<file path="config.mk">
export PLATFORM = sky130hd
export DESIGN_NAME = fifo_wr_arbiter
export DESIGN_NICKNAME = d
export VERILOG_FILES = /design/src/rtl/fifo_wr_arbiter.sv
export SDC_FILE = /design/constraint.sdc
export NUM_CORES = 1
export LEC_CHECK = 0
export CAP_MARGIN = 20
export CORE_MARGIN = 1.5
export CORE_UTILIZATION = 35
export CTS_BUF_LIST = sky130_fd_sc_hd__clkbuf_16
export CTS_CLUSTER_SIZE = 12
export DETAILED_ROUTE_END_ITERATION = 12
export PLACE_DENSITY_LB_ADDON = 0.3
export SLEW_MARGIN = 30
export SYNTH_ARGS = -nofsm -noshare
export SYNTH_HDL_FRONTEND = slang
export SYNTH_SLANG_ARGS = --single-unit
</file>
<file path="constraint.sdc">
create_clock -name wclk -period 2.3 [get_ports wclk]
set_input_delay 0.23 -clock wclk [delete_from_list [all_inputs] [get_ports wclk]]
set_output_delay 0.23 -clock wclk [all_outputs]
set_load 0.05 [all_outputs]
</file>
<file path="src/rtl/fifo_wr_arbiter.sv">
// fifo_wr_arbiter: round-robin arbiter sharing the async FIFO write port
// between NREQ write-domain requesters, with bounded bursts per grant.
// Optional feature: define FIFO_WR_ARB_STALL_CNT_EN to add the 16-bit
// saturating full-stall counter and its stall_cnt port.
module fifo_wr_arbiter #(
  parameter int unsigned NREQ       = 2,
  parameter int unsigned DATA_WIDTH = 8,
  parameter int unsigned BURST      = 4
) (
  input  logic                         wclk,
  input  logic                         wrst_n,
  input  logic [NREQ-1:0]              req,
  input  logic [NREQ*DATA_WIDTH-1:0]   req_data,
  input  logic [NREQ-1:0]              req_last,
  input  logic                         wfull,
  output logic [NREQ-1:0]              ack,
  output logic [NREQ-1:0]              grant,
  output logic                         winc,
  output logic [DATA_WIDTH-1:0]        wdata,
  output logic                         busy
`ifdef FIFO_WR_ARB_STALL_CNT_EN
  ,
  output logic [15:0]                  stall_cnt
`endif
);

  localparam int unsigned PTR_W = (NREQ > 1) ? $clog2(NREQ) : 1;
  localparam int unsigned CNT_W = $clog2(BURST) + 1;

  typedef enum logic {IDLE, GRANT} state_t;

  state_t             state;
  logic [PTR_W-1:0]   rr_ptr;
  logic [CNT_W-1:0]   burst_cnt;

  logic [PTR_W-1:0]   gidx;
  logic [PTR_W-1:0]   next_ptr;
  logic [PTR_W-1:0]   sel_idx;
  logic [PTR_W-1:0]   hi_idx;
  logic [PTR_W-1:0]   lo_idx;
  logic               hit_hi;
  logic               req_g;
  logic               last_g;

  // Index of the currently granted requester, decoded from the one-hot grant.
  always_comb begin
    gidx = '0;
    for (int i = 0; i < int'(NREQ); i++) begin
      if (grant[i]) gidx = PTR_W'(i);
    end
  end

  // Round-robin pick: lowest requester at or above rr_ptr, else lowest overall.
  always_comb begin
    hi_idx = '0;
    lo_idx = '0;
    hit_hi = 1'b0;
    for (int i = int'(NREQ) - 1; i >= 0; i--) begin
      if (req[i]) lo_idx = PTR_W'(i);
      if (req[i] && (i >= int'(rr_ptr))) begin
        hi_idx = PTR_W'(i);
        hit_hi = 1'b1;
      end
    end
    sel_idx = hit_hi ? hi_idx : lo_idx;
  end

  assign next_ptr = (gidx == PTR_W'(NREQ - 1)) ? '0 : gidx + PTR_W'(1);
  assign req_g    = |(req & grant);
  assign last_g   = |(req_last & grant);

  // Write port: grant is zero outside GRANT, so these collapse to 0 in IDLE/reset.
  assign winc = req_g & ~wfull;
  assign ack  = winc ? grant : '0;
  assign busy = (state == GRANT);

  // Steer the granted requester's word onto the FIFO data bus.
  always_comb begin
    wdata = '0;
    for (int i = 0; i < int'(NREQ); i++) begin
      if (grant[i] && winc) wdata = req_data[i*DATA_WIDTH +: DATA_WIDTH];
    end
  end

  // Arbitration FSM: grant, burst counting and release with pointer advance.
  always_ff @(posedge wclk or negedge wrst_n) begin
    if (!wrst_n) begin
      state     <= IDLE;
      grant     <= '0;
      rr_ptr    <= '0;
      burst_cnt <= '0;
    end else begin
      case (state)
        IDLE: begin
          if (|req) begin
            grant     <= NREQ'(1) << sel_idx;
            burst_cnt <= '0;
            state     <= GRANT;
          end
        end
        GRANT: begin
          if (winc) begin
            burst_cnt <= burst_cnt + CNT_W'(1);
            if (last_g || (burst_cnt == CNT_W'(BURST - 1))) begin
              grant  <= '0;
              rr_ptr <= next_ptr;
              state  <= IDLE;
            end
          end else if (!wfull && !req_g) begin
            grant  <= '0;
            rr_ptr <= next_ptr;
            state  <= IDLE;
          end
        end
        default: begin
          state <= IDLE;
          grant <= '0;
        end
      endcase
    end
  end

`ifdef FIFO_WR_ARB_STALL_CNT_EN
  // Saturating count of cycles where the granted requester is blocked by full.
  always_ff @(posedge wclk or negedge wrst_n) begin
    if (!wrst_n) begin
      stall_cnt <= '0;
    end else if ((state == GRANT) && req_g && wfull && (stall_cnt != 16'hFFFF)) begin
      stall_cnt <= stall_cnt + 16'd1;
    end
  end
`endif

endmodule

</file>
* Word-level counts from Yosys, hierarchy flattened
Cells that the tools add are included.
W data, S select, Z words.
** Word-level totals
- Register bits after elaboration :: 7
- Bits of input ports :: 23
- Output and inout bits :: 14
** Operators by class
- Add/sub/neg operators :: 2
- Order comparisons :: 1
- Eq/ne operators :: 6
- Shifts and indexed selects :: 1
- Multiplexer cells :: 26
- Bitwise operators :: 5
- Reductions and logical operators :: 14
** Operators by type and width (number)
- $mux W8 :: 2
- $mux W1 :: 14
- $mux W2 :: 5
- $mux W3 :: 2
- $ne A3 B2 Y1 const B :: 2
- $pmux W3 S2 :: 1
- $reduce_and A3 Y1 :: 2
- $reduce_or A2 Y1 :: 3
- $and A2 B2 Y2 :: 2
- $logic_and A1 B1 Y1 :: 4
- $ne A2 B2 Y1 const B :: 2
- $pmux W2 S2 :: 1
- $add A3 B1 Y3 const B :: 1
- $eq A3 B2 Y1 const B :: 1
- $logic_not A1 Y1 :: 2
- $ne A2 B1 Y1 const B :: 1
- $not A1 Y1 :: 2
- $pmux W1 S2 :: 1
- $reduce_and A2 Y1 :: 1
- $reduce_bool A2 Y1 :: 1
- $shl A1 B1 Y2 const A :: 1
- $add A1 B1 Y1 const B :: 1
- $and A1 B1 Y1 :: 1
- $ge A1 B1 Y1 const A :: 1
- $logic_or A1 B1 Y1 :: 1

* Depth between registers and ports, before layout
Gate-level depths: netlist of run 1.
- Depth in word-level cells :: 7
- Mapped depth :: 5
- Depth with buffers taken out :: 5

* Worst setup path after synthesis of run 1
OpenSTA, ideal clock, no wires.
- Path type :: flip-flop to output port
- Start point :: register grant[0]
- End point :: output port wdata[0]
- Arrival time :: 2.111 ns
- Data required time :: 2.070 ns
- Path slack :: -0.041 ns
- Stages on the path, launching flop included :: 5
- Path buffers :: 1
- Cell sequence :: dfrtp_1 buf_6 a21oi_1 nor3b_4 a22o_1
** Between the ends
- Word-level cells in the longest chain between the ends :: 6
** Ends and longest elaborated chain
- from (decl) :: line 17 : output logic [NREQ-1:0] grant,
- from (signal assigned) :: line 96 : grant <= NREQ'(1) << sel_idx;
- $and A2 B2 Y2 :: line 69 : assign req_g = |(req & grant);
- $reduce_or A2 Y1 :: line 69
- $and A1 B1 Y1 :: line 73 : assign winc = req_g & ~wfull;
- $logic_and A1 B1 Y1 :: line 81 : if (grant[i] && winc) wdata = req_data[i*DATA_WIDTH +: DATA_WIDTH];
- $mux W8 :: line 81
- $mux W8 * :: line 81
- to (decl) :: line 19 : output logic [DATA_WIDTH-1:0] wdata,
Every way passes the cells marked *; elsewhere a longest branch is shown, timed or not.

* Worst setup path after layout of run 1
Same ends and word-level chain as after synthesis.

==> flow_metrics.py, run 1 <==
metrics = {
    "critical_path": {
        "path_buf_inv": 1,
        "r2r_slack_ns": 0.75,
        "cp_top_family": "flip-flops",
        "slowest_delay_ns": 0.58,
        "worstSetupPathType": "reg2out",
        "cp.arrival_ns": 1.82,
        "reg2reg_to": "burst_cnt[1]$_DFFE_PN0P_",
        "start_kind": "flip-flop",
        "cp_max_fo": 11,
        "r2r_cells": 4,
        "crit_required_ns": 2.07,
        "slowest_stage": "dfrtp_1",
        "worst_setup_path_end_kind": "output port",
        "cp_cell_sequence": "a21oi_1 > nor3b_4 > a22o_1 > buf_12",
        "r2r-start": "grant[0]$_DFFE_PN0P_",
    },
    "clocking": {
        "insertion_delay_ns": 0.23,
        "h-tree-depth": 1,
        "post_cts_buffers": 0,
        "root_buffer": "clkbuf_16",
        "clk_path_buf_depth": 2,
        "cts.sinks": 7,
        "cts_resized": 0,
        "path_clk_slew_ns": 0.04,
        "cts_hold_buf": 0,
        "cts_tree": "yes",
        "numCtsBuffers": 3,
    },
    "job": {
        "cap_violations": 0,
    },
    "layout": {
        "nets": 123,
        "drive_gt1_frac": 0.299,
        "final_common_cell": "clkdlybuf4s50_1",
        "diodes": 0,
        "mostFrequentLayoutCells": "clkdlybuf4s50_1 (25), buf_12 (11), a22o_2 (7), dfrtp_1 (7)",
        "final_cell_area_sq_mm": 0.00116,
        "area_growth_pct": 91.9,
    },
    "routing": {
        "ant_nets": 0,
        "drt_wl_total_microns": 1940,
        "drtIter0Drc": 18,
        "viasPerCell": 5.81,
        "post_drt_wl_per_cell_microns": 17.2,
        "vias": 657,
        "drc": 6,
        "dr.pass1.iters": 8,
    },
    "yosys": {
        "ys_ff_latch": 7,
        "synth.area.top_cells": "dfrtp_1 (29%), a22o_1 (16%), ha_1 (4.1%)",
        "syn_area_per_cell_sq_um": 10.1,
        "synthMuxAreaShare": 0.0415,
        "synth_top_family_by_area": "compound AO/OA/AOI/OAI gates",
        "synthXorXnorAreaFrac": 0.0145,
        "synth-compound-area-share": 0.349,
        "synth_top_area_frac": 0.290,
        "synth-seq-area-share": 0.290,
        "synth_fa_ha_area_frac": 0.0415,
        "yosys.area_share.simple": 0.193,
        "ys_types": 30,
        "syn_inst": 60,
        "syn_nets": 85,
        "synth_area_sq_um": 603,
        "yosysTopAreaCell": "dfrtp_1",
        "synth-warning-count": 0,
    },
    "timing": {
        "finClkSkew_ns": 0.00199,
        "post-route-period-util": 0.892,
        "post-route-min-period_ns": 2.05,
        "relSlewSlack": 0.639,
        "hold_viol_final": 0,
        "rsz0062_at_grt": "no",
        "clock.fmax_mhz": 487,
        "drv_slew": 0,
        "fin_tns_setup_ns": 0,
        "setup-violations-final": 0,
        "tightest_slew_ns": 0.537,
    },
    "global_routing": {
        "grt_pass1_vias": 664,
        "overflow": 0,
        "antenna_found_initial": 0,
        "grt_first_pass_wirelength_microns": 3150,
        "grt_max_degree": 12,
        "grt_usage": 0.222,
    },
    "floorplan": {
        "die_area_sq_mm": 0.00198,
        "dieHeight_microns": 44.5,
        "die_x_microns": 44.5,
        "rows": 14,
        "coreArea_sq_mm": 0.00156,
        "start_util": 0.387,
        "io_pins": 37,
    },
    "placement": {
        "io_buffers": 36,
        "placed_cell_area_sq_mm": 0.00108,
        "hpwl_microns": 1490,
        "gp_congestion": 0.789,
    },
    "status": {
        "violations": "design-rule violations",
        "outcome": "finished, violations left",
    },
    "pwr": {
        "power.total_mw": 1.17,
        "irDropWorstVdd_mv": 0.722,
        "power_density_mw_per_mm2": 1010,
        "p_leak_nw": 0.492,
    },
    "worst_hold_path": {
        "hold_path.class": "in2async",
    },
}
power breakdown:
part	total, mW	switching (mW)	internal [mW]
registers	0.244	0.0836	0.161
logic	0.625	0.332	0.293
clock network	0.297	0.0707	0.227
total	1.17	0.486	0.680
kinds of logic (layout without fill, tap and decap cells):
family          count (synthesis)  in the layout
flops                           7              7
fa+ha+maj                       2              2
buf+inv                         7             44
compound gates                 24             24
xor+xnor                        1              1
mux                             2              2
simple gates                   17             17
cell usage after synthesis:
cell type,n
o21bai_1,1
clkbuf_2,1
a22oi_4,1
nor2_4,1
nor2b_1,3
buf_4,2
a311o_1,1
nand2_1,3
nor3_2,1
buf_6,1
nor3b_4,1
a211o_1,1
a221oi_1,1
nand2b_1,3
dfrtp_1,7
and2_2,1
mux2i_1,1
nor2_1,1
ha_1,2
nor3_1,2
a211oi_1,1
mux2_4,1
xor2_1,1
or3_1,1
a32oi_1,1
inv_1,3
a21oi_1,4
o2111ai_1,1
a22o_1,11
a211oi_2,1
sequential cells by signal, summed over array words and instances, names as in the netlist:
name / flops
grant: 2
rr_ptr: 1
busy: 1
burst_cnt: 3
layout make-up:
cell class	count	area [sq um]
clock buffers	3	75.1
clock inverters	1	3.75
fillers	100	402
inverters	3	11.3
multi-input cells	46	394
flip-flops and latches	7	175
well taps	16	20.0
repair buffers	37	478
stage by stage:
stage / std cells / setup WS [ns] / utilization / hold WS [ns]
3_3_place_gp: 109 / 0.305 / 0.692 / 0.489
6_report: 113 / 0.248 / 0.742 / 0.270
4_1_cts: 113 / 0.229 / 0.742 / 0.270
2_1_floorplan: 60 / -0.0408 / - / -0.0656
5_1_grt: 113 / 0.146 / 0.742 / 0.293
3_5_place_dp: 109 / 0.241 / 0.692 / 0.491
metal layers:
metal | part of all wire | track usage | vias to the layer above
li1 | - | - | 305
met1 | 0.38 | 0.248 | 304
met2 | 0.50 | 0.374 | 42
met3 | 0.10 | 0.0776 | 6
met4 | 0.015 | 0.103 | 0
met5 | 0 | 0 | -
worst max path at each step:
stage,start,end,slack (ns),cells past startpoint
finish,grant[0]$_DFFE_PN0P_,wdata[0],0.25,4
global route,grant[0]$_DFFE_PN0P_,wdata[0],0.15,4
detailed placement,req[1],wdata[0],0.24,5
floorplan,grant[0]$_DFFE_PN0P_,wdata[0],-0.04,4
global placement,req[1],wdata[0],0.30,5
CTS,req[1],wdata[0],0.23,5
No activity file was read; power rests on OpenSTA's default activity.
==> run 2, diff against run 1 <==
--- a/config.mk
+++ b/config.mk
@@ -11,7 +11,9 @@
 export CTS_BUF_LIST = sky130_fd_sc_hd__clkbuf_16
 export CTS_CLUSTER_SIZE = 12
 export DETAILED_ROUTE_END_ITERATION = 12
-export PLACE_DENSITY_LB_ADDON = 0.3
+export PLACE_DENSITY_LB_ADDON = 0.15
+export SETUP_SLACK_MARGIN = 0.15
+export SKIP_CTS_REPAIR_TIMING = 1
 export SLEW_MARGIN = 30
 export SYNTH_ARGS = -nofsm -noshare
 export SYNTH_HDL_FRONTEND = slang
==> run 2 against run 1 <==
The run still ends with design-rule violations left. Hold slack lost 0.0075 ns. Sequential share of layout area shrank 0.12 points. Worst setup slack gained 0.088 ns. Critical path type is now in2out. Largest cell class unchanged. Highest routed layer is now met3.
==> flow_metrics.py, run 2 (synthesis results as in run 1) <==
metrics = {
    "timing": {
        "finClkSkew_ns": 0.000673,
        "clock.fmax_mhz": 509,
        "rsz0062_at_grt": "no",
        "tightest_slew_ns": 0.490,
        "post-route-min-period_ns": 1.96,
        "relSlewSlack": 0.672,
        "setup-violations-final": 0,
        "post-route-period-util": 0.854,
        "drv_slew": 0,
        "hold_viol_final": 0,
        "fin_tns_setup_ns": 0,
    },
    "critical_path": {
        "cp_cell_sequence": "clkdlybuf4s50_1 > buf_4 > nand2_1 > nor3_2 > a22o_2 > buf_12",
        "cp_max_fo": 8,
        "cp.arrival_ns": 1.73,
        "crit_required_ns": 2.07,
        "start_kind": "primary input",
        "worst_setup_path_end_kind": "output port",
        "slowest_delay_ns": 0.48,
        "worstSetupPathType": "in2out",
        "slowest_stage": "clkdlybuf4s50_1",
    },
    "pwr": {
        "internal_power_uw": 685,
        "irDropWorstVdd_mv": 0.671,
        "p_seq_frac": 0.212,
        "p_leak_nw": 0.501,
        "combPwrFrac": 0.538,
        "clkPwrFrac": 0.249,
        "p_switching_uw": 480,
        "switching_share": 0.412,
        "power_density_mw_per_mm2": 992,
    },
    "layout": {
        "top_regs": "burst_cnt: 3 flops, grant: 2 flops",
        "multi_input_area_sq_um": 395,
        "drive_gt1_frac": 0.333,
        "regMostFlops": "burst_cnt",
        "ff_latch_area_sq_um": 176,
        "instances_no_fill": 115,
        "final_cell_area_sq_mm": 0.00117,
        "mostFrequentLayoutCells": "clkdlybuf4s50_1 (25), buf_12 (11), a22o_2 (8)",
        "fill_cells": 100,
        "diodes": 0,
        "area_growth_pct": 94.8,
        "final_common_cell": "clkdlybuf4s50_1",
        "largest_register_ffs": 3,
        "final_util": 0.754,
        "nets": 125,
    },
    "floorplan": {
        "die_area_sq_mm": 0.00198,
        "coreArea_sq_mm": 0.00156,
        "dieHeight_microns": 44.5,
        "start_util": 0.387,
        "rows": 14,
        "die_x_microns": 44.5,
        "io_pins": 37,
    },
    "worst_hold_path": {
        "hold_path.class": "in2async",
    },
    "clocking": {
        "insertion_delay_ns": 0.23,
        "h-tree-depth": 1,
        "cts_tree": "yes",
        "path_clk_slew_ns": 0.04,
        "root_buffer": "clkbuf_16",
        "clk_path_buf_depth": 2,
        "numCtsBuffers": 3,
        "cts.sinks": 7,
    },
    "placement": {
        "hpwl_microns": 1420,
        "dp.cells": 111,
        "io_buffers": 36,
        "gp_congestion": 0.781,
        "placed_cell_area_sq_mm": 0.00110,
    },
    "routing": {
        "dr.pass1.iters": 8,
        "vias": 641,
        "drt_wl_total_microns": 1840,
        "post_drt_wl_per_cell_microns": 16.0,
        "viasPerCell": 5.57,
        "drtIter0Drc": 7,
        "ant_nets": 0,
        "drc": 5,
    },
    "global_routing": {
        "grt_pass1_vias": 613,
        "grt_usage": 0.200,
        "overflow": 0,
        "antenna_found_initial": 0,
        "grt_max_degree": 12,
        "grt_first_pass_wirelength_microns": 2860,
    },
    "status": {
        "outcome": "finished, violations left",
        "violations": "design-rule violations",
    },
    "job": {
        "cap_violations": 0,
    },
}
run 2: path summary, 6_finish.rpt:
path                                                from                        to  slack [ns]  depth (start not counted)
max in group asynchronous                         wrst_n      grant[0]$_DFFE_PN0P_        1.78                          1
min in group wclk                     rr_ptr$_DFFE_PN0P_        rr_ptr$_DFFE_PN0P_        0.54                          2
worst max register to register  burst_cnt[0]$_DFFE_PN0P_      grant[1]$_DFFE_PN0P_        0.71                          5
worst min-delay path                              wrst_n  burst_cnt[1]$_DFFE_PN0P_        0.26                          1
worst max-delay path                              req[0]                  wdata[3]        0.34                          6
worst min register to register        rr_ptr$_DFFE_PN0P_        rr_ptr$_DFFE_PN0P_        0.54                          2
run 2: routing by layer:
layer / wire, microns / up-vias / global-route usage
met5: 0 / - / 0
met4: 0 / 0 / 0.0727
met3: 127 / 0 / 0.0327
met2: 933 / 26 / 0.336
met1: 777 / 304 / 0.254
li1: - / 311 / -
run 2: cell type report:
| class | count | area share |
|---|---|---|
| sequential | 7 | 0.150 |
| clock inverter | 1 | 0.00319 |
| inverter | 3 | 0.00958 |
| clock buffer | 3 | 0.0639 |
| tap | 16 | 0.0170 |
| multi-input combinational | 46 | 0.337 |
| timing repair buffer | 39 | 0.420 |
run 2: power groups by stage:
stage	combinational (mW)	sequential (mW)	clock, mW
6_report	0.627	0.247	0.291
4_1_cts	0.632	0.246	0.295
3_5_place_dp	0.626	0.246	0
5_1_grt	0.661	0.257	0.305
2_1_floorplan	0.387	0.250	0
3_3_place_gp	0.620	0.242	0
run 2: per-stage QoR:
step	total power, mW	hold slack, ns	setup slack, ns
after global routing	1.22	0.300	0.181
after detailed placement	0.872	0.504	0.332
after CTS	1.17	0.267	0.321
after floorplan	0.638	-0.0656	0.201
after global placement	0.862	0.490	0.332
final	1.17	0.262	0.336
run 2: critical path: cells and delay by family:
kind / cells / cell delay [ns]
simple gates: 2 / 0.45
buf+inv: 3 / 0.78
compound gates: 1 / 0.26
==> run 3, diff against run 2 <==
--- a/config.mk
+++ b/config.mk
@@ -7,7 +7,7 @@
 export LEC_CHECK = 0
 export CAP_MARGIN = 20
 export CORE_MARGIN = 1.5
-export CORE_UTILIZATION = 35
+export CORE_UTILIZATION = 39
 export CTS_BUF_LIST = sky130_fd_sc_hd__clkbuf_16
 export CTS_CLUSTER_SIZE = 12
 export DETAILED_ROUTE_END_ITERATION = 12
==> run 3 against run 2 <==
The run now ends clean. Global-route usage is 2.3 points higher. Core utilization is 4.0 points higher. Sequential share of layout area is 0.097 points higher. Die area is 9.6% lower. Hold slack worse by 0.0015 ns. Critical path depth is 2 lower. Critical path type unchanged. Non-clock buffer count is 1 lower. Via count is 2.7% higher.
==> flow_metrics.py, run 3 (synthesis results as in run 1) <==
metrics = {
    "status": {
        "outcome": "finished clean",
    },
    "layout": {
        "regMostFlops": "burst_cnt",
        "area_growth_pct": 93.6,
        "nets": 124,
        "final_cell_area_sq_mm": 0.00117,
        "drive_gt1_frac": 0.327,
        "instances_no_fill": 114,
        "final_util": 0.793,
        "final_common_cell": "clkdlybuf4s50_1",
        "mostFrequentLayoutCells": "clkdlybuf4s50_1 (25), buf_12 (11), a22o_2 (8)",
        "top_regs": "burst_cnt: 3 flops, grant: 2 flops",
        "diodes": 0,
        "fill_cells": 111,
        "largest_register_ffs": 3,
    },
    "timing": {
        "fin_ws_ns": 0.347,
        "tightest_slew_ns": 0.567,
        "fin_tns_setup_ns": 0,
        "post-route-min-period_ns": 1.95,
        "finClkSkew_ns": 0.00157,
        "clock.fmax_mhz": 512,
        "hold_viol_final": 0,
        "setup-violations-final": 0,
        "rsz0062_at_grt": "no",
        "timing.hold.ws_ns": 0.261,
        "post-route-period-util": 0.849,
        "drv_slew": 0,
        "relSlewSlack": 0.619,
    },
    "pwr": {
        "p_switching_uw": 480,
        "combPwrFrac": 0.538,
        "irDropWorstVdd_mv": 0.916,
        "internal_power_uw": 683,
        "power_density_mw_per_mm2": 996,
        "p_seq_frac": 0.215,
        "p_leak_nw": 0.496,
        "power.total_mw": 1.16,
        "switching_share": 0.413,
        "clkPwrFrac": 0.247,
    },
    "clocking": {
        "numCtsBuffers": 3,
        "insertion_delay_ns": 0.23,
        "cts_tree": "yes",
        "root_buffer": "clkbuf_16",
        "h-tree-depth": 1,
        "cts.sinks": 7,
        "path_clk_slew_ns": 0.04,
        "clk_path_buf_depth": 2,
    },
    "placement": {
        "dp.cells": 110,
        "gp_congestion": 0.821,
        "dpl_worst_slack_ns": 0.344,
        "io_buffers": 36,
        "placed_cell_area_sq_mm": 0.00109,
        "hpwl_microns": 1480,
    },
    "critical_path": {
        "worst_setup_path_end_kind": "output port",
        "r2r-start": "grant[1]$_DFFE_PN0P_",
        "crit_required_ns": 2.07,
        "worstSetupPathType": "in2out",
        "cp.arrival_ns": 1.72,
        "start_kind": "primary input",
        "cp_max_fo": 8,
        "crit_start": "wfull",
    },
    "routing": {
        "drc": 0,
        "ant_nets": 0,
        "viasPerCell": 5.77,
        "dr.pass1.iters": 4,
        "vias": 658,
        "drtIter0Drc": 3,
        "drt_wl_total_microns": 1940,
        "post_drt_wl_per_cell_microns": 17.0,
    },
    "global_routing": {
        "grt_first_pass_wirelength_microns": 3100,
        "overflow": 0,
        "grt_pass1_vias": 668,
        "antenna_found_initial": 0,
        "grt_max_degree": 12,
        "grt_usage": 0.223,
    },
    "floorplan": {
        "die_area_sq_mm": 0.00179,
        "dieHeight_microns": 42.3,
        "coreArea_sq_mm": 0.00147,
        "start_util": 0.410,
        "rows": 14,
        "io_pins": 37,
        "die_x_microns": 42.3,
    },
    "worst_hold_path": {
        "hold_path.class": "in2async",
    },
    "job": {
        "cap_violations": 0,
    },
}
-- run 3: power by group through the flow --
stage               sequential (mW)  combinational (mW)  clock, mW
floorplan                     0.250               0.387          0
global placement              0.243               0.615          0
detailed placement            0.245               0.621          0
CTS                           0.247               0.630      0.292
global route                  0.255               0.658      0.297
finish                        0.250               0.626      0.287
-- run 3: final timing paths --
path	end	slack (ns)	depth (start not counted)
max in group asynchronous	grant[0]$_DFFE_PN0P_	1.78	1
hold / removal	grant[1]$_DFFE_PN0P_	0.26	1
setup / recovery	wdata[2]	0.35	4
hold reg to reg	rr_ptr$_DFFE_PN0P_	0.53	2
setup reg to reg	burst_cnt[1]$_DFFE_PN0P_	0.77	4
min in group wclk	rr_ptr$_DFFE_PN0P_	0.53	2
-- run 3: layer usage --
metal / vias to the layer above / track usage / routed length [microns] / share of wire
li1: 309 / - / - / -
met1: 319 / 0.290 / 861 / 0.44
met2: 30 / 0.378 / 968 / 0.50
met3: 0 / 0.0302 / 106 / 0.055
met4: 0 / 0.0688 / 0 / 0
met5: - / 0 / 0 / 0
-- run 3: critical path, stage by stage --
cell and delay (ns):
clkdlybuf4s50_1 0.59, nor3_2 0.51, a22o_2 0.26, buf_12 0.14
-- run 3: cell type report --
type,count,area (sq um),share of cell area
clock buffer,3,75.1,0.0643
clock inverter,1,3.75,0.00322
inverter,3,11.3,0.00965
multi-input combinational,46,395,0.339
sequential,7,176,0.151
tap,16,20.0,0.0171
timing repair buffer,38,485,0.416
